### src/rtl/traffic_phase_sched.sv
// -----------------------------------------------------------------------------
// traffic_phase_sched
//
// Timed phase scheduler for a two-road intersection (road A / road B).
// Sequences the signal heads through green, yellow and all-red phases,
// enforces minimum and maximum green times, arbitrates vehicle-sensor demand
// and latched pedestrian requests, and drives lamp and walk outputs directly.
// All timing counts in units of the single-cycle `tick` enable.
//
// Ports:
//   clk     in   system clock
//   reset   in   synchronous active-low reset (0 = reset)
//   tick    in   time-base enable, single-cycle pulse
//   Ta, Tb  in   vehicle present on road A / road B
//   pa_req  in   pedestrian request to walk with road A green (pulse or level)
//   pb_req  in   pedestrian request to walk with road B green
//   La, Lb  out  lamp for road A / B: 00 GREEN, 01 YELLOW, 10 RED
//   walk_a  out  walk indication for the road A crossing
//   walk_b  out  walk indication for the road B crossing
//   phase   out  current FSM state (debug)
// -----------------------------------------------------------------------------
module traffic_phase_sched #(
    parameter int unsigned CNT_W     = 4,
    parameter int unsigned MIN_GREEN = 5,
    parameter int unsigned MAX_GREEN = 12,
    parameter int unsigned YELLOW_T  = 3,
    parameter int unsigned ALLRED_T  = 1,
    parameter int unsigned WALK_T    = 4
) (
    input  logic       clk,
    input  logic       reset,
    input  logic       tick,
    input  logic       Ta,
    input  logic       Tb,
    input  logic       pa_req,
    input  logic       pb_req,
    output logic [1:0] La,
    output logic [1:0] Lb,
    output logic       walk_a,
    output logic       walk_b,
    output logic [2:0] phase
);

    typedef enum logic [2:0] {
        A_GREEN  = 3'b000,
        A_YELLOW = 3'b001,
        AB_RED   = 3'b010,
        B_GREEN  = 3'b011,
        B_YELLOW = 3'b100,
        BA_RED   = 3'b101
    } state_e;

    localparam logic [1:0] LAMP_GREEN  = 2'b00;
    localparam logic [1:0] LAMP_YELLOW = 2'b01;
    localparam logic [1:0] LAMP_RED    = 2'b10;

    localparam logic [CNT_W-1:0] MIN_GREEN_C = CNT_W'(MIN_GREEN);
    localparam logic [CNT_W-1:0] MAX_GREEN_C = CNT_W'(MAX_GREEN);
    localparam logic [CNT_W-1:0] YELLOW_C    = CNT_W'(YELLOW_T);
    localparam logic [CNT_W-1:0] ALLRED_C    = CNT_W'(ALLRED_T);
    localparam logic [CNT_W-1:0] WALK_C      = CNT_W'(WALK_T);
    localparam logic [CNT_W-1:0] ELAPSED_MAX = {CNT_W{1'b1}};

    // Lamp decode of a state code: {La, Lb}. Unused codes show all-red so a
    // corrupted state never lights a green.
    function automatic logic [3:0] lamp_decode(input logic [2:0] st);
        logic [3:0] lamps;
        case (st)
            3'b000:  lamps = {LAMP_GREEN,  LAMP_RED};
            3'b001:  lamps = {LAMP_YELLOW, LAMP_RED};
            3'b010:  lamps = {LAMP_RED,    LAMP_RED};
            3'b011:  lamps = {LAMP_RED,    LAMP_GREEN};
            3'b100:  lamps = {LAMP_RED,    LAMP_YELLOW};
            3'b101:  lamps = {LAMP_RED,    LAMP_RED};
            default: lamps = {LAMP_RED,    LAMP_RED};
        endcase
        return lamps;
    endfunction

    state_e           state_q, state_d;
    logic [CNT_W-1:0] elapsed_q, elapsed_d;
    logic             pa_pend_q, pa_pend_d;
    logic             pb_pend_q, pb_pend_d;
    logic             walk_a_flag_q, walk_a_flag_d;
    logic             walk_b_flag_q, walk_b_flag_d;

    logic             demand_a_s;
    logic             demand_b_s;
    logic             enter_a_s;
    logic             enter_b_s;
    logic [3:0]       lamps_s;

    assign demand_a_s = Ta | pa_pend_q;
    assign demand_b_s = Tb | pb_pend_q;

    // Next-state logic: phase transitions judged on the registered elapsed count.
    always_comb begin
        state_d = state_q;
        case (state_q)
            A_GREEN: begin
                // A holds green while B has no demand; a waiting A vehicle
                // only extends the green up to MAX_GREEN.
                if ((elapsed_q >= MIN_GREEN_C) && demand_b_s &&
                    (!Ta || (elapsed_q >= MAX_GREEN_C))) begin
                    state_d = A_YELLOW;
                end else begin
                    state_d = A_GREEN;
                end
            end
            A_YELLOW: begin
                if (elapsed_q >= YELLOW_C) begin
                    state_d = AB_RED;
                end else begin
                    state_d = A_YELLOW;
                end
            end
            AB_RED: begin
                if (elapsed_q >= ALLRED_C) begin
                    state_d = B_GREEN;
                end else begin
                    state_d = AB_RED;
                end
            end
            B_GREEN: begin
                if ((elapsed_q >= MIN_GREEN_C) && demand_a_s &&
                    (!Tb || (elapsed_q >= MAX_GREEN_C))) begin
                    state_d = B_YELLOW;
                end else begin
                    state_d = B_GREEN;
                end
            end
            B_YELLOW: begin
                if (elapsed_q >= YELLOW_C) begin
                    state_d = BA_RED;
                end else begin
                    state_d = B_YELLOW;
                end
            end
            BA_RED: begin
                if (elapsed_q >= ALLRED_C) begin
                    state_d = A_GREEN;
                end else begin
                    state_d = BA_RED;
                end
            end
            default: state_d = A_GREEN;
        endcase
    end

    assign enter_a_s = (state_q == BA_RED) && (state_d == A_GREEN);
    assign enter_b_s = (state_q == AB_RED) && (state_d == B_GREEN);

    // Elapsed-tick counter, pedestrian latches and walk flags.
    always_comb begin
        elapsed_d     = elapsed_q;
        pa_pend_d     = pa_pend_q;
        pb_pend_d     = pb_pend_q;
        walk_a_flag_d = walk_a_flag_q;
        walk_b_flag_d = walk_b_flag_q;

        // A phase change restarts timing even on a tick cycle.
        if (state_d != state_q) begin
            elapsed_d = '0;
        end else if (tick && (elapsed_q != ELAPSED_MAX)) begin
            elapsed_d = elapsed_q + {{(CNT_W-1){1'b0}}, 1'b1};
        end else begin
            elapsed_d = elapsed_q;
        end

        // Serving a request wins over a new request in the same cycle.
        if (enter_a_s) begin
            pa_pend_d = 1'b0;
        end else if (pa_req) begin
            pa_pend_d = 1'b1;
        end else begin
            pa_pend_d = pa_pend_q;
        end

        if (enter_b_s) begin
            pb_pend_d = 1'b0;
        end else if (pb_req) begin
            pb_pend_d = 1'b1;
        end else begin
            pb_pend_d = pb_pend_q;
        end

        if (enter_a_s) begin
            walk_a_flag_d = pa_pend_q;
        end else if (state_d != A_GREEN) begin
            walk_a_flag_d = 1'b0;
        end else begin
            walk_a_flag_d = walk_a_flag_q;
        end

        if (enter_b_s) begin
            walk_b_flag_d = pb_pend_q;
        end else if (state_d != B_GREEN) begin
            walk_b_flag_d = 1'b0;
        end else begin
            walk_b_flag_d = walk_b_flag_q;
        end
    end

    // State and timing registers with synchronous active-low reset.
    always_ff @(posedge clk) begin
        if (!reset) begin
            state_q       <= A_GREEN;
            elapsed_q     <= '0;
            pa_pend_q     <= 1'b0;
            pb_pend_q     <= 1'b0;
            walk_a_flag_q <= 1'b0;
            walk_b_flag_q <= 1'b0;
        end else begin
            state_q       <= state_d;
            elapsed_q     <= elapsed_d;
            pa_pend_q     <= pa_pend_d;
            pb_pend_q     <= pb_pend_d;
            walk_a_flag_q <= walk_a_flag_d;
            walk_b_flag_q <= walk_b_flag_d;
        end
    end

    // Moore output decode straight from the registered state.
    always_comb begin
        lamps_s = lamp_decode(state_q);
        La      = lamps_s[3:2];
        Lb      = lamps_s[1:0];
        walk_a  = (state_q == A_GREEN) && walk_a_flag_q && (elapsed_q < WALK_C);
        walk_b  = (state_q == B_GREEN) && walk_b_flag_q && (elapsed_q < WALK_C);
        phase   = state_q;
    end

endmodule

### config.mk
export PLATFORM = sky130hd
export DESIGN_NAME = traffic_phase_sched
export DESIGN_NICKNAME = d
export VERILOG_FILES = /design/src/rtl/traffic_phase_sched.sv
export SDC_FILE = /design/constraint.sdc
export NUM_CORES = 1
export LEC_CHECK = 0
export ABC_AREA = 1
export BUFFER_PORTS_ARGS = -buffer_cell sky130_fd_sc_hd__buf_4
export CAP_MARGIN = 25
export CORE_MARGIN = 3
export CORE_UTILIZATION = 52
export DETAILED_ROUTE_END_ITERATION = 7
export GPL_ROUTABILITY_DRIVEN = 1
export PLACE_DENSITY = 0.76
export SETUP_SLACK_MARGIN = 0.4
export SYNTH_ARGS = -nofsm -noshare
export SYNTH_HDL_FRONTEND = slang
export SYNTH_SLANG_ARGS = --single-unit
### constraint.sdc
create_clock -name clk -period 1.75 [get_ports clk]
set_clock_uncertainty 0.05 [all_clocks]
set_input_delay 0.175 -clock clk [delete_from_list [all_inputs] [get_ports clk]]
set_output_delay 0.175 -clock clk [all_outputs]
set_load 0.05 [all_outputs]
==> results_dict.tcl <==
set metrics [dict create \
    most_common_library_cell_in_the_layout_ignoring_fill_and_taps "sky130_fd_sc_hd__buf_4" \
    peakVddDrop_uv 434 \
    ys.warnings.count 0 \
    instance_count_after_placement_with_tap_cells_included 152 \
    grt_setup_unrepaired "true" \
    drive_above_1_share 0.577 \
    timing.critical_path.arrival_ns 1.97 \
    dieWidth_um 45.0 \
    grt_use_total 0.288 \
    critical_path.startpoint "elapsed_q[1]" \
    max_clk_rate_mhz 554 \
    failing_checks "DRC, setup timing" \
    worstHoldPathType "in2reg" \
    vias 1067 \
    r2r.worst_path.cells 11 \
    run_status "finished with violations" \
    grt_pass1_vias 883 \
    core-area_um2 1370 \
    top_layer_used "met4" \
    detailed_place.area_um2 986 \
    layout.nets 167 \
    drt_iter0_markers 76 \
    antenna_cells_inserted 0 \
    htree_num_levels 1 \
    final_period_minus_worst_setup_slack_ns 1.80 \
    worstMarginPinSlew_ns 0.293 \
    detailed_route_wire_length_per_cell_um 21.8 \
    initial_core_util 0.580 \
    overflow 0 \
    crit_path_end "elapsed_q[1]" \
    post_synth_instance_area_um2 792 \
    required_time_at_the_worst_slack_endpoint_ns 1.91 \
    tritoncts_clock_tree "done" \
    synth-async-reset-ratio 0 \
    hold_violations 0 \
    post_layout_nonfiller_instances 171 \
    synth_area_leader_cell "sky130_fd_sc_hd__dfxtp_1" \
    design_area_um2 1310 \
    met2_wirelength_um 1810 \
    power.static_leakage_nw 0.608 \
    place.port_buffers 15 \
    insertion_delay_to_the_later_sink_of_the_worst_skew_pair_ns 0.29 \
    drt-total-wl_um 3730 \
    ys_top_cells_by_area "sky130_fd_sc_hd__dfxtp_1 (28%), sky130_fd_sc_hd__nand2_1 (12%), sky130_fd_sc_hd__nor2_1 (9.0%)" \
    fin_ws_ns -0.0543 \
    min_period_over_period 1.03 \
    worst-setup-path-type "reg2reg" \
    clk_pin_slew_ns 0.08 \
    grt_start_max_net_pins 7 \
    yosys.area.top_type_share 0.278 \
    synth_enable_flop_cells 0 \
    slew_headroom 0.804 \
    die_area_um2 2030 \
    max-cap-violations 0 \
    dominantRegCellSynth "sky130_fd_sc_hd__dfxtp_1" \
    floorplan.die.height_um 45.0 \
    critical_path_peak_fanout 4 \
    routedLengthMet1_um 1380 \
    via_to_cell_ratio 6.24 \
    timing.critical_path.from_type "register" \
    route.detailed.drc 1 \
    area_delta_synth_final_pct 65.4 \
    dp.final_hpwl_um 1480 \
    post_cts_hold_buffer_count 0 \
    postSynthRegisterBits 11 \
    ctsRootBufferMaster "sky130_fd_sc_hd__clkbuf_4" \
    count_of_boundary_i_o_pins 16 \
    power_density_nw_per_um2 478 \
    setup.worst_path.end_class "register" \
    overall_power_consumption_mw 0.626 \
    grt_pass1_wl_um 4020 \
    setup_violations 5 \
    worstReg2RegEnd "elapsed_q[1]" \
    worstReg2RegStart "elapsed_q[1]" \
    rows 13 \
    max-clock-path-buffers 2 \
    post_synth_inst_count 122 \
    synth.yosys.seq_area_share 0.278 \
    cts_num_sinks 11 \
    drt_pre_antenna_iters 7 \
    met3RoutedLength_um 370 \
    remaining_antenna_violation_count_after_routing 0 \
    final_cell_mix "sky130_fd_sc_hd__buf_4 (23), sky130_fd_sc_hd__nand2_1 (20), sky130_fd_sc_hd__nand2_2 (11), sky130_fd_sc_hd__inv_1 (11), sky130_fd_sc_hd__nor2_1 (10)" \
    slew_viol_final 0 \
    number_of_antenna_violations_at_the_first_check_in_global_routing 0 \
    post_synth_num_cell_types 21 \
    synth_nets 132 \
    gp_congestion 0.813 \
    synthesis.area_per_instance_um2 6.49 \
    cts_made_buffers 3 \
    r2r_slack_ns -0.05 \
]
==> registers in the layout (all words and copies together), names as in the netlist <==
signal / cells
elapsed_q: 4
phase: 3
pa_pend_q: 1
pb_pend_q: 1
walk_a_flag_q: 1
walk_b_flag_q: 1
==> repair_timing <==
item,4_1_cts,5_1_grt
resized for setup,36,21
pin swaps,13,11
buffers inserted,12,3
endpoints found under the setup margin,13,14
==> through the flow <==
stage / setup TNS, ns / hold WS [ns] / worst slack [ns] / utilization
2_1_floorplan: 0 / 0.222 / 0.252 / -
3_3_place_gp: 0 / 0.380 / 0.182 / 0.722
3_5_place_dp: 0 / 0.362 / 0.148 / 0.722
4_1_cts: 0 / 0.0817 / 0.246 / 0.893
5_1_grt: -0.417 / 0.124 / -0.0960 / 0.959
6_report: -0.195 / 0.127 / -0.0543 / 0.959
==> cell usage after synthesis (2+ instances only) <==
| cell type | number |
|---|---|
| sky130_fd_sc_hd__nand3_1 | 7 |
| sky130_fd_sc_hd__xor2_1 | 3 |
| sky130_fd_sc_hd__inv_2 | 6 |
| sky130_fd_sc_hd__inv_1 | 15 |
| sky130_fd_sc_hd__o21ai_0 | 3 |
| sky130_fd_sc_hd__a21oi_1 | 7 |
| sky130_fd_sc_hd__nor2_1 | 19 |
| sky130_fd_sc_hd__nor2_2 | 4 |
| sky130_fd_sc_hd__ha_1 | 3 |
| sky130_fd_sc_hd__nand4_1 | 2 |
| sky130_fd_sc_hd__dfxtp_1 | 11 |
| sky130_fd_sc_hd__nand2_2 | 6 |
| sky130_fd_sc_hd__nand3_2 | 3 |
| sky130_fd_sc_hd__nand2_1 | 26 |
==> metal layers <==
layer,up-vias,global-route usage
met5,-,0
met4,0,0.164
met3,23,0.0717
met2,92,0.463
met1,502,0.346
li1,450,-
==> logic make-up (layout without fill, tap and decap cells) <==
family,after synthesis,count (layout),share of synthesized area
buf+inv,21,55,0.0995
flops,11,11,0.278
xor+xnor,3,3,0.0332
simple gates,70,70,0.431
compound gates,14,14,0.111
fa+ha+maj,3,3,0.0474
==> worst min path at each step <==
stage	startpoint	end	slack, ns	depth (start not counted)
2_1_floorplan	reset	phase[0]	0.22	2
3_3_place_gp	reset	phase[0]	0.38	3
3_5_place_dp	reset	phase[0]	0.36	3
4_1_cts	reset	phase[0]	0.08	3
5_1_grt	reset	phase[0]	0.12	3
6_report	reset	phase[0]	0.13	3
==> area by class of cell <==
type,instances,area [um^2]
Sequential cell,11,246
Multi-Input combinational cell,90,641
Timing Repair Buffer,30,267
Tap cell,15,18.8
Inverter,21,111
Clock buffer,4,26.3
Fill cell,32,56.3
==> power breakdown <==
group / leakage (nW) / internal [mW] / total, mW / switching, mW
clock: 0.0150 / 0.0886 / 0.194 / 0.106
sequential: 0.0950 / 0.252 / 0.267 / 0.0143
combinational: 0.498 / 0.0690 / 0.165 / 0.0963
==> worst max-delay path, stage by stage, from the launching register on <==
cell and delay, ns:
sky130_fd_sc_hd__dfxtp_4 0.38, sky130_fd_sc_hd__inv_4 0.06, sky130_fd_sc_hd__ha_4 0.17, sky130_fd_sc_hd__inv_1 0.09, sky130_fd_sc_hd__nand2_1 0.08, sky130_fd_sc_hd__nor2_1 0.16
sky130_fd_sc_hd__nand2_1 0.11, sky130_fd_sc_hd__nand2_1 0.14, sky130_fd_sc_hd__o21ai_2 0.08, sky130_fd_sc_hd__nor2_2 0.16, sky130_fd_sc_hd__nand3_4 0.14, sky130_fd_sc_hd__nor2_1 0.12
No activity file was read; power rests on OpenSTA's default activity.
